<file path="src/rtl/tx_frame_pkg.sv">
// Shared types and frame-geometry helpers for the UART frame packetizer.
package tx_frame_pkg;

    typedef enum logic [2:0] {
        ST_IDLE,
        ST_SNAP,
        ST_ISSUE,
        ST_WAIT_ACK,
        ST_WAIT_DONE
    } state_e;

    function automatic int bytes_per_ch(input int data_w);
        return (data_w + 7) / 8;
    endfunction

    function automatic int frame_len(input int hdr_len, input int num_ch,
                                     input int data_w, input bit cksum);
        return hdr_len + num_ch * bytes_per_ch(data_w) + (cksum ? 1 : 0);
    endfunction

endpackage

</file>
<file path="src/rtl/tx_frame_period_timer.sv">
// Frame-period timer: saturating down-counter that powers up expired and
// restarts from PERIOD-1 whenever load_i is asserted.
module tx_frame_period_timer #(
    parameter int PERIOD = 160000
) (
    input  logic clk,
    input  logic rst_n,
    input  logic load_i,
    output logic expired_o
);

    localparam int CNT_W = (PERIOD > 1) ? $clog2(PERIOD) : 1;

    logic [CNT_W-1:0] cnt_q;

    always_ff @(posedge clk or negedge rst_n) begin
        if (!rst_n) begin
            cnt_q <= '0;
        end else if (load_i) begin
            cnt_q <= CNT_W'(PERIOD - 1);
        end else if (cnt_q != '0) begin
            cnt_q <= cnt_q - CNT_W'(1);
        end
    end

    assign expired_o = (cnt_q == '0);

endmodule

</file>
<file path="src/rtl/tx_frame_packetizer.sv">
// Serialises NUM_CH channel words into header-prefixed little-endian byte frames
// paced by the UART tx_busy handshake. Define TXFRAME_CHECKSUM_EN to append a checksum.
module tx_frame_packetizer
    import tx_frame_pkg::*;
#(
    parameter int          NUM_CH   = 2,
    parameter int          DATA_W   = 10,
    parameter int          HDR_LEN  = 4,
    parameter logic [7:0]  HDR_BYTE = 8'hFF,
    parameter int          PERIOD   = 160000
) (
    input  logic                     clk,
    input  logic                     rst_n,
    input  logic                     enable,
    input  logic [NUM_CH*DATA_W-1:0] ch_data,
    input  logic                     tx_busy,
    output logic [7:0]               tx_data,
    output logic                     tx_start,
    output logic                     frame_done,
    output logic                     overrun
);

`ifdef TXFRAME_CHECKSUM_EN
    localparam bit CKSUM_EN = 1'b1;
`else
    localparam bit CKSUM_EN = 1'b0;
`endif

    localparam int BPC       = bytes_per_ch(DATA_W);
    localparam int PADW      = BPC * 8;
    localparam int PAY_LEN   = NUM_CH * BPC;
    localparam int FRAME_LEN = frame_len(HDR_LEN, NUM_CH, DATA_W, CKSUM_EN);
    localparam int IDX_W     = $clog2(FRAME_LEN + 1);

    state_e                    state_q;
    logic [IDX_W-1:0]          idx_q;
    logic [NUM_CH*DATA_W-1:0]  shadow_q;
    logic [7:0]                tx_data_q;
    logic [7:0]                tx_data_d;
    logic                      tx_start_q;
    logic                      frame_done_q;
    logic                      overrun_q;
    logic                      timer_expired;
    logic                      start_frame;
    logic [PAY_LEN*8-1:0]      payload;

    assign start_frame = (state_q == ST_IDLE) && enable && timer_expired;

    tx_frame_period_timer #(
        .PERIOD (PERIOD)
    ) u_timer (
        .clk       (clk),
        .rst_n     (rst_n),
        .load_i    (start_frame),
        .expired_o (timer_expired)
    );

    // Each channel is zero-extended to a whole number of bytes, channel 0 lowest.
    for (genvar k = 0; k < NUM_CH; k++) begin : g_ch
        assign payload[k*PADW +: PADW] = PADW'(shadow_q[k*DATA_W +: DATA_W]);
    end

`ifdef TXFRAME_CHECKSUM_EN
    logic [7:0] cksum_q;
    logic       is_pay;

    always_comb begin
        is_pay = 1'b0;
        for (int i = 0; i < PAY_LEN; i++) begin
            if (idx_q == IDX_W'(HDR_LEN + i)) is_pay = 1'b1;
        end
    end

    always_ff @(posedge clk or negedge rst_n) begin
        if (!rst_n) begin
            cksum_q <= '0;
        end else if (state_q == ST_SNAP) begin
            cksum_q <= '0;
        end else if (state_q == ST_ISSUE && !tx_busy && is_pay) begin
            cksum_q <= cksum_q + tx_data_d;
        end
    end
`endif

    // Header indices fall through to HDR_BYTE; payload bytes pass through unmodified.
    always_comb begin
        tx_data_d = HDR_BYTE;
        for (int i = 0; i < PAY_LEN; i++) begin
            if (idx_q == IDX_W'(HDR_LEN + i)) tx_data_d = payload[i*8 +: 8];
        end
`ifdef TXFRAME_CHECKSUM_EN
        if (idx_q == IDX_W'(FRAME_LEN - 1)) tx_data_d = cksum_q;
`endif
    end

    always_ff @(posedge clk or negedge rst_n) begin
        if (!rst_n) begin
            state_q      <= ST_IDLE;
            idx_q        <= '0;
            shadow_q     <= '0;
            tx_data_q    <= 8'h00;
            tx_start_q   <= 1'b0;
            frame_done_q <= 1'b0;
            overrun_q    <= 1'b0;
        end else begin
            tx_start_q   <= 1'b0;
            frame_done_q <= 1'b0;
            overrun_q    <= 1'b0;
            case (state_q)
                ST_IDLE: begin
                    if (start_frame) begin
                        idx_q   <= '0;
                        state_q <= ST_SNAP;
                    end
                end
                ST_SNAP: begin
                    shadow_q <= ch_data;
                    state_q  <= ST_ISSUE;
                end
                ST_ISSUE: begin
                    if (!tx_busy) begin
                        tx_start_q <= 1'b1;
                        tx_data_q  <= tx_data_d;
                        state_q    <= ST_WAIT_ACK;
                    end
                end
                // tx_busy has not risen yet in this cycle, so it is not sampled here.
                ST_WAIT_ACK: begin
                    state_q <= ST_WAIT_DONE;
                end
                ST_WAIT_DONE: begin
                    if (!tx_busy) begin
                        if (idx_q == IDX_W'(FRAME_LEN - 1)) begin
                            frame_done_q <= 1'b1;
                            overrun_q    <= timer_expired;
                            state_q      <= ST_IDLE;
                        end else begin
                            idx_q   <= idx_q + IDX_W'(1);
                            state_q <= ST_ISSUE;
                        end
                    end
                end
                default: state_q <= ST_IDLE;
            endcase
        end
    end

    assign tx_data    = tx_data_q;
    assign tx_start   = tx_start_q;
    assign frame_done = frame_done_q;
    assign overrun    = overrun_q;

endmodule

</file>
<file path="config.mk">
export PLATFORM = sky130hd
export DESIGN_NAME = tx_frame_packetizer
export DESIGN_NICKNAME = d
export VERILOG_FILES = /design/src/rtl/tx_frame_pkg.sv /design/src/rtl/tx_frame_period_timer.sv /design/src/rtl/tx_frame_packetizer.sv
export SDC_FILE = /design/constraint.sdc
export NUM_CORES = 1
export LEC_CHECK = 0
export ABC_AREA = 1
export CORE_MARGIN = 2
export CORE_UTILIZATION = 59
export DETAILED_ROUTE_END_ITERATION = 6
export PLACE_DENSITY = 0.89
export SLEW_MARGIN = 20
export SYNTH_ARGS = -nofsm -noshare
export SYNTH_HDL_FRONTEND = slang
export SYNTH_SLANG_ARGS = --single-unit
</file>
<file path="constraint.sdc">
create_clock -name clk -period 2.8 [get_ports clk]
set_clock_uncertainty 0.05 [all_clocks]
set_input_delay 0.56 -clock clk [delete_from_list [all_inputs] [get_ports clk]]
set_output_delay 0.56 -clock clk [all_outputs]
set_load 0.05 [all_outputs]
</file>
Yosys cells after proc, flatten, opt, wreduce, memory -nomap -nowiden
Index checks and enable logic that the tools add are counted.
Operators by class
  mux-type cells: 23
  reduce and logical (&&, ||, !) cells: 10
  add/subtract/negate cells: 2
  equality and inequality tests: 12
  bitwise operators: 1
Operators with widths (number)
  $mux 18: 2
  $mux 8: 4
  $logic_not 18->1: 1
  $reduce_bool 18->1: 1
  $sub 18x1->18 const B: 1
  $eq 4x3->1 const B: 4
  $pmux 3 s5: 1
  $mux 4: 3
  $mux 3: 3
  $mux 1: 8
  $ne 2x2->1 const B: 4
  $pmux 4 s2: 1
  $eq 3x2->1 const B: 2
  $add 4x1->4 const B: 1
  $reduce_and 4->1: 1
  $reduce_bool 2->1: 2
  $eq 3x1->1 const B: 1
  $eq 3x3->1 const B: 1
  $logic_not 3->1: 1
  $reduce_and 3->1: 1
  $logic_and 1x1->1: 2
  $mux 2: 1
  $reduce_and 2->1: 1
  $not 1->1: 1
Word-level totals
  input port bits: 24
  logic and storage cells: 56
  flip-flop bits (word level): 56
  output and inout bits: 11

Longest topological paths before layout
Gate-level depths: netlist of run 1.
  word-level depth: 5
  gate-level depth with buffers: 9
  mapped depth without buffers: 9

Hierarchy
A second synthesis of run 1 with hierarchy kept.
Unflattened totals
  cell total of the unflattened synthesis: 359
  area, all modules: 2995.4 um2
By module, submodules not included
  tx_frame_packetizer: area an instance 1880.6 um2, seq. area each 950.9 um2, instances 1, cells each 199
  tx_frame_period_timer: area an instance 1114.8 um2, seq. area each 450.4 um2, instances 1, cells each 160

Worst setup path after synthesis of run 1
OpenSTA, ideal clock, no wires.
  path type: reg-to-reg
  start: register u_timer.cnt_q[0]
  end: register u_timer.cnt_q[0]
  data arrival time: 1482 ps
  path buffers: 0
  clock period less this slack: 1653 ps
  library setup time: 121 ps
  path slack: 1147 ps
  cell stages (with the launch flop): 10
  data required time: 2629 ps
  path through: dfrtp_1 clkinv_1 ha_1 nand2_4 nor2_8 nand3_4 nor2_8 inv_4 nand2_2 o21ai_2
On the way
  word-level cells in the longest chain between the ends: 3
  elaborated cells between the ends (all ways): 7
  those cells by class: 1 x add/sub; 2 x mux; 4 x reduce/logical
RTL lines
  start, declared: line tx_frame_period_timer.sv:14  | logic [CNT_W-1:0] cnt_q;
  start signal, assigned: line tx_frame_period_timer.sv:20  | cnt_q <= CNT_W'(PERIOD - 1);
  start signal, assigned: line tx_frame_period_timer.sv:22  | cnt_q <= cnt_q - CNT_W'(1);
  $sub 18x1->18 / $logic_not 18->1 (equally long branches): line tx_frame_period_timer.sv:22, tx_frame_period_timer.sv:26
  $mux 18 / $logic_and 1x1->1 (equally long branches): line tx_frame_period_timer.sv:21, tx_frame_packetizer.sv:47
  $mux 18 / $reduce_bool 2->1 (equally long branches)
Parallel ways exist; a longest one is shown, timed or not. The select of a mux whose other input is x is not followed.
A chain may end at the register's enable or synchronous reset.

Worst setup path in the final report of run 1
  start: register tx_data_q[0], in the netlist tx_data[0]
  end: output port tx_data[0]
RTL lines
  start, declared: line tx_frame_packetizer.sv:38  | logic [7:0] tx_data_q;
  start signal, assigned: line tx_frame_packetizer.sv:123  | tx_data_q <= tx_data_d;
  end, declared: line tx_frame_packetizer.sv:17  | output logic [7:0] tx_data,
No word-level cell between the ends.

==> results of run 1 <==
[kinds of logic (layout without fill, tap and decap cells)]
| family | Yosys count | after routing | synth area share [%] |
|---|---|---|---|
| flops | 56 | 56 | 49.7 |
| buf+inv | 40 | 82 | 5.63 |
| xor+xnor | 11 | 11 | 3.42 |
| fa+ha+maj | 5 | 5 | 2.22 |
| simple gates | 146 | 146 | 25.6 |
| mux | 12 | 12 | 4.79 |
| compound gates | 42 | 42 | 8.61 |
[registers in the layout, summed over array words and instances (netlist names)]
register	cells
frame_done	1
u_timer.cnt_q	18
idx_q	4
state_q	3
tx_data	8
overrun	1
tx_start	1
shadow_q	20
[per-stage QoR]
stage,total power [W],area [µm²],instances,util (%)
floorplan,0.00160,2820,312,-
global placement,0.00174,3240,401,69.4
detailed placement,0.00178,3240,401,69.4
CTS,0.00237,3360,408,72.2
global route,0.00251,3360,408,72.2
finish,0.00237,3360,408,72.2
[cells in the mapped netlist (all sizes together)]
master | number | area share, %
a31oi | 1 | 0.22
xor2 | 5 | 1.6
nor3 | 4 | 0.71
mux2 | 12 | 4.8
o21ai | 10 | 1.9
nand3b | 1 | 0.27
a21oi | 19 | 3.4
nand4 | 6 | 1.9
nand3 | 13 | 2.9
xnor2 | 6 | 1.9
o22ai | 2 | 0.44
ha | 5 | 2.2
dfrtp | 56 | 50
clkinv | 1 | 0.13
or2 | 5 | 1.1
nand2 | 63 | 9.2
a21boi | 3 | 0.80
a22oi | 7 | 1.9
nor4 | 1 | 0.22
nor2 | 53 | 9.4
inv | 36 | 4.9
buf | 3 | 0.62
[layout make-up]
class / count / area share (%)
well taps: 54 / 2.01
multi-input cells: 216 / 37.4
repair buffers: 38 / 10.9
inverters: 37 / 4.20
clock inverters: 2 / 1.79
flip-flops and latches: 56 / 41.7
clock buffers: 5 / 2.05
[power by group through the flow]
stage,clock [W],sequential (W),combinational [W]
floorplan,0,0.00112,0.000481
global placement,0,0.00114,0.000601
detailed placement,0,0.00115,0.000627
CTS,0.000609,0.00114,0.000630
global route,0.000643,0.00116,0.000704
finish,0.000598,0.00114,0.000628
[routing by layer]
metal	vias to the layer above	routed length, µm
li1	1087	-
met3	8	277
met2	71	2960
met5	-	0
met4	0	80
met1	1055	2440
[path summary, 6_finish.rpt]
kind / start / end / slack, ns / depth (start not counted)
worst max register to register: state_q[2]$_DFFE_PN0P_ / shadow_q[6]$_DFFE_PN0N_ / 0.87 / 4
worst min register to register: shadow_q[19]$_DFFE_PN0N_ / shadow_q[19]$_DFFE_PN0N_ / 0.47 / 1
min in group clk: shadow_q[19]$_DFFE_PN0N_ / shadow_q[19]$_DFFE_PN0N_ / 0.47 / 1
worst max-delay path: tx_data[0]$_DFFE_PN0P_ / tx_data[0] / 0.68 / 1
worst min-delay path: rst_n / u_timer.cnt_q[14]$_DFFE_PN0P_ / 0.11 / 1
max in group asynchronous: rst_n / shadow_q[16]$_DFFE_PN0N_ / 1.93 / 2
==> results.cfg, run 1 <==
[clocking]
postCtsSetupBuffers = 0
cts.clk_slew.worst_paths_ns = 0.09
tritoncts = yes
clk_path_buf_depth = 2
clock_latency_ns = 0.30
cts_buffers = 5
cts_htree_levels = 2
hold_buffers = 0
post_cts_resized = 0
cts.sinks = 56
root_buffer = clkbuf_8

[synth]
synth-seq-cells = 56
synth_area_um2 = 2820
syn_nets = 341
ys_warn_count = 0
syn_area_per_cell_um2 = 9.04
synth_cell_types = 33
synthCells = 312
yosysSeqAreaShare_pct = 49.7

[worst_setup_path]
cp.arrival_ns = 1.51
slowest_delay_ns = 0.81
crit_chain = clkdlybuf4s50_1
crit_type = flip-flop to output pin
worst-path-max-fanout = 2
worstPathBufferInverterCount = 1
cp-end-kind = output pin
critPathSlowestCell = clkdlybuf4s50_1
start_kind = flip-flop
path_delay_family = buffers and inverters
required_ns = 2.19

[floorplan]
num_rows = 25
core_um2 = 4660
die_width_um = 73.1
start_util_pct = 60.5
dieArea_um2 = 5350
io_pins = 35
chipHeight_um = 73.1

[timing]
relSlewSlack_pct = 42.1
worstMarginPinSlew_ns = 0.867
final.period_utilization_pct = 75.6
setup_viol = 0
finalSetupTns_ns = 0
rsz0062_at_grt = false
hold_viol_final = 0
setup_ws_ns = 0.682
timing.final.crit_period_ns = 2.12
max_freq_mhz = 472
drv_slew = 0
holdWs_ns = 0.111

[layout]
drive_gt1_share_pct = 13.6
layout_commonest_cell = nand2_1
final_cell_mix = nand2_1, dfrtp_1, nor2_1
regArea_um2 = 1400
multi_input_comb_area_um2 = 1260
fill_cells = 330
syn2layout_area_growth_pct = 19.3
layout.nets = 383
diodes = 0

[grt]
grt_overflow = 0
grt_max_degree = 27
grtUsageMet2_pct = 39.6
grt_first_pass_wirelength_um = 9570
grt_busiest_layer = met2
antenna_found_initial = 0
use_met1_pct = 28.6
track_usage_pct = 23.3
grtUsageMet3_pct = 5.11
grt_pass1_vias = 2182

[power]
p_leak_nw = 1.67
pwr-share-seq_pct = 48.1
power_density_nw_per_um2 = 703
swShare_pct = 31.8
power_frac_clock_pct = 25.3
switchingPower_w = 0.000752
irDropWorstVdd_mv = 0.379
intPower_w = 0.00161
pwr-share-comb_pct = 26.6

[run]
drv_cap = 0

[worst_hold_path]
hp-class = input port to async pin

[placement]
hpwlAfterDp_um = 4390
place_ws_ns = 0.822
routabilityCongestion = 0.911
portBuffers = 34

[route]
drc = 0
drtIter0Drc = 173
wl_um = 5760
drt_pass1_iterations = 4
wl_per_cell_um = 14.1
vias_per_cell = 5.44
vias = 2221
postRouteAntennaNets = 0

[outcome]
status = finished clean
No activity file was read; power rests on OpenSTA's default activity.
==> run 2: changes to the inputs <==
Settings changed: CORE_UTILIZATION 59 to 55, PLACE_DENSITY 0.89 to 0.84.
Clock period 2.8 ns to 2.05 ns, I/O delays scaled along.
==> run 2 against run 1 <==
Sequential share of layout area decreased by 0.20 points. Flip-flop and latch count unchanged. Worst setup slack got worse by 0.60 ns. Global-route usage shrank 1.4 points. Clock power rose by 5.7%. Critical path depth is the same. Core utilization fell by 5.1 points. Register-to-register slack worse by 0.59 ns. Routed wire length decreased by 6.8%. Combinational power grew 35%. Die area grew 6.9%. Critical path type unchanged. Critical endpoint is now tx_data[5]. Highest routed layer unchanged.
==> results.cfg, run 2 (synthesized netlist as in run 1, its figures left out) <==
[layout]
layout_commonest_cell = nand2_1
fin_util_pct = 67.0
syn2layout_area_growth_pct = 19.9
diodes = 0
top_register = shadow_q
fill_cells = 415
multi_input_comb_area_um2 = 1260
layout.nets = 385
fin_cells = 427
drive_gt1_share_pct = 14.0
largest_register_ffs = 20
regArea_um2 = 1400
final_cell_mix = nand2_1, dfrtp_1, nor2_1
finalInstanceArea_um2 = 3380

[worst_setup_path]
start_kind = flip-flop
startpoint = tx_data[5]$_DFFE_PN0P_
worst-path-max-fanout = 2
reg2reg_depth = 9
critPathSlowestCell = clkdlybuf4s50_1
cp.arrival_ns = 1.51
worstReg2RegStart = u_timer.cnt_q[1]$_DFFE_PN0P_
slowest_delay_ns = 0.81
ff2ff_setup_slack_ns = 0.28
rr_endpoint = u_timer.cnt_q[0]$_DFFE_PN0P_
crit_chain = clkdlybuf4s50_1
path_delay_family = buffers and inverters
worstPathBufferInverterCount = 1
required_ns = 1.59
crit_type = flip-flop to output pin
cp-end-kind = output pin

[route]
vias_per_cell = 5.14
wl_per_cell_um = 12.6
drtIter0Drc = 55
wl_um = 5370
drt_pass1_iterations = 4
drc = 0
postRouteAntennaNets = 0
vias = 2193

[grt]
grt_busiest_layer = met2
use_met1_pct = 24.9
antenna_found_initial = 0
grt_pass1_vias = 2215
track_usage_pct = 21.8
grt_first_pass_wirelength_um = 9430
grt_max_degree = 49
grtUsageMet2_pct = 39.5
grt_overflow = 0
grtUsageMet3_pct = 5.42

[clocking]
clock_latency_ns = 0.32
postCtsSetupBuffers = 0
cts.sinks = 56
clk_path_buf_depth = 2
tritoncts = yes
cts.clk_slew.worst_paths_ns = 0.11
root_buffer = clkbuf_8
cts_htree_levels = 2
cts_buffers = 5

[timing]
relSlewSlack_pct = 66.6
drv_slew = 0
setup_viol = 0
timing.final.crit_period_ns = 1.97
worstMarginPinSlew_ns = 0.500
max_freq_mhz = 508
finalSetupTns_ns = 0
final.period_utilization_pct = 96.0
hold_viol_final = 0
rsz0062_at_grt = false

[power]
irDropWorstVdd_mv = 0.546
power_frac_clock_pct = 20.8
intPower_w = 0.00198
p_leak_nw = 1.67
switchingPower_w = 0.00106
power_density_nw_per_um2 = 897
pwr-share-seq_pct = 51.2
pwr-share-comb_pct = 28.0
swShare_pct = 34.9

[floorplan]
core_um2 = 5040
start_util_pct = 55.9
num_rows = 26
dieArea_um2 = 5720
die_width_um = 75.6
io_pins = 35
chipHeight_um = 75.6

[placement]
dpl.cell_count = 418
hpwlAfterDp_um = 4140
placed_area_um2 = 3280
routabilityCongestion = 0.972
portBuffers = 34

[worst_hold_path]
hp-class = input port to async pin

[outcome]
status = finished clean

[run]
drv_cap = 0
[run 2: changes by cell type in the layout (fill, tap and decap cells not counted)]
cell	before	now
clkinv_4	0	2
bufinv_16	2	0
buf_12	0	1
inv_6	0	1
dlygate4sd3_1	0	1
[run 2: layout make-up]
class	instances	share of cell area [%]
inverter	37	4.18
multi-input combinational	216	37.3
clock inverter	3	0.777
tap	70	2.59
clock buffer	5	2.04
sequential	56	41.5
timing repair buffer	40	11.7
[run 2: how the worst max path moves through the flow]
stage,cells after the start,endpoint
finish,1,tx_data[5]
global route,1,tx_data[5]
CTS,1,tx_data[5]
detailed placement,5,tx_data[1]$_DFFE_PN0P_
global placement,8,idx_q[2]$_DFFE_PN0P_
floorplan,9,u_timer.cnt_q[0]$_DFFE_PN0P_
[run 2: worst register-to-register path, cell delays in order, from the launching register on]
cell and delay, ns:
dfrtp_1 0.39, inv_1 0.08, ha_1 0.26, nand2_4 0.11, nor2_8 0.18, nand3_4 0.19, nor2_8 0.24, inv_4 0.07
nand2_2 0.06, o21ai_2 0.04
[run 2: stage by stage]
| stage | setup slack [ns] | total power [W] | hold slack (ns) |
|---|---|---|---|
| final | 0.0810 | 0.00303 | 0.414 |
| after global routing | 0.0167 | 0.00326 | 0.447 |
| after floorplan | 0.397 | 0.00219 | 0.0644 |
| after CTS | 0.0629 | 0.00306 | 0.418 |
| after global placement | 0.263 | 0.00238 | 0.235 |
| after detailed placement | 0.237 | 0.00243 | 0.234 |
[run 2: timing repair]
item                      CTS  global route
hold buffers                1             0
resized for setup           0             0
hold endpoints to repair    8             0
[run 2: metal layers]
metal | vias to the layer above | part of all wire (%)
met2 | 40 | 54
met4 | 0 | 1.9
met3 | 12 | 3.2
met1 | 1046 | 41
met5 | - | 0
li1 | 1095 | -
[run 2: power by group through the flow]
stage,Sequential [W],Combinational (W),Clock [W]
after floorplan,0.00153,0.000657,0
after global placement,0.00156,0.000813,0
after detailed placement,0.00158,0.000849,0
after CTS,0.00155,0.000860,0.000651
after global routing,0.00158,0.000976,0.000697
final,0.00155,0.000849,0.000632
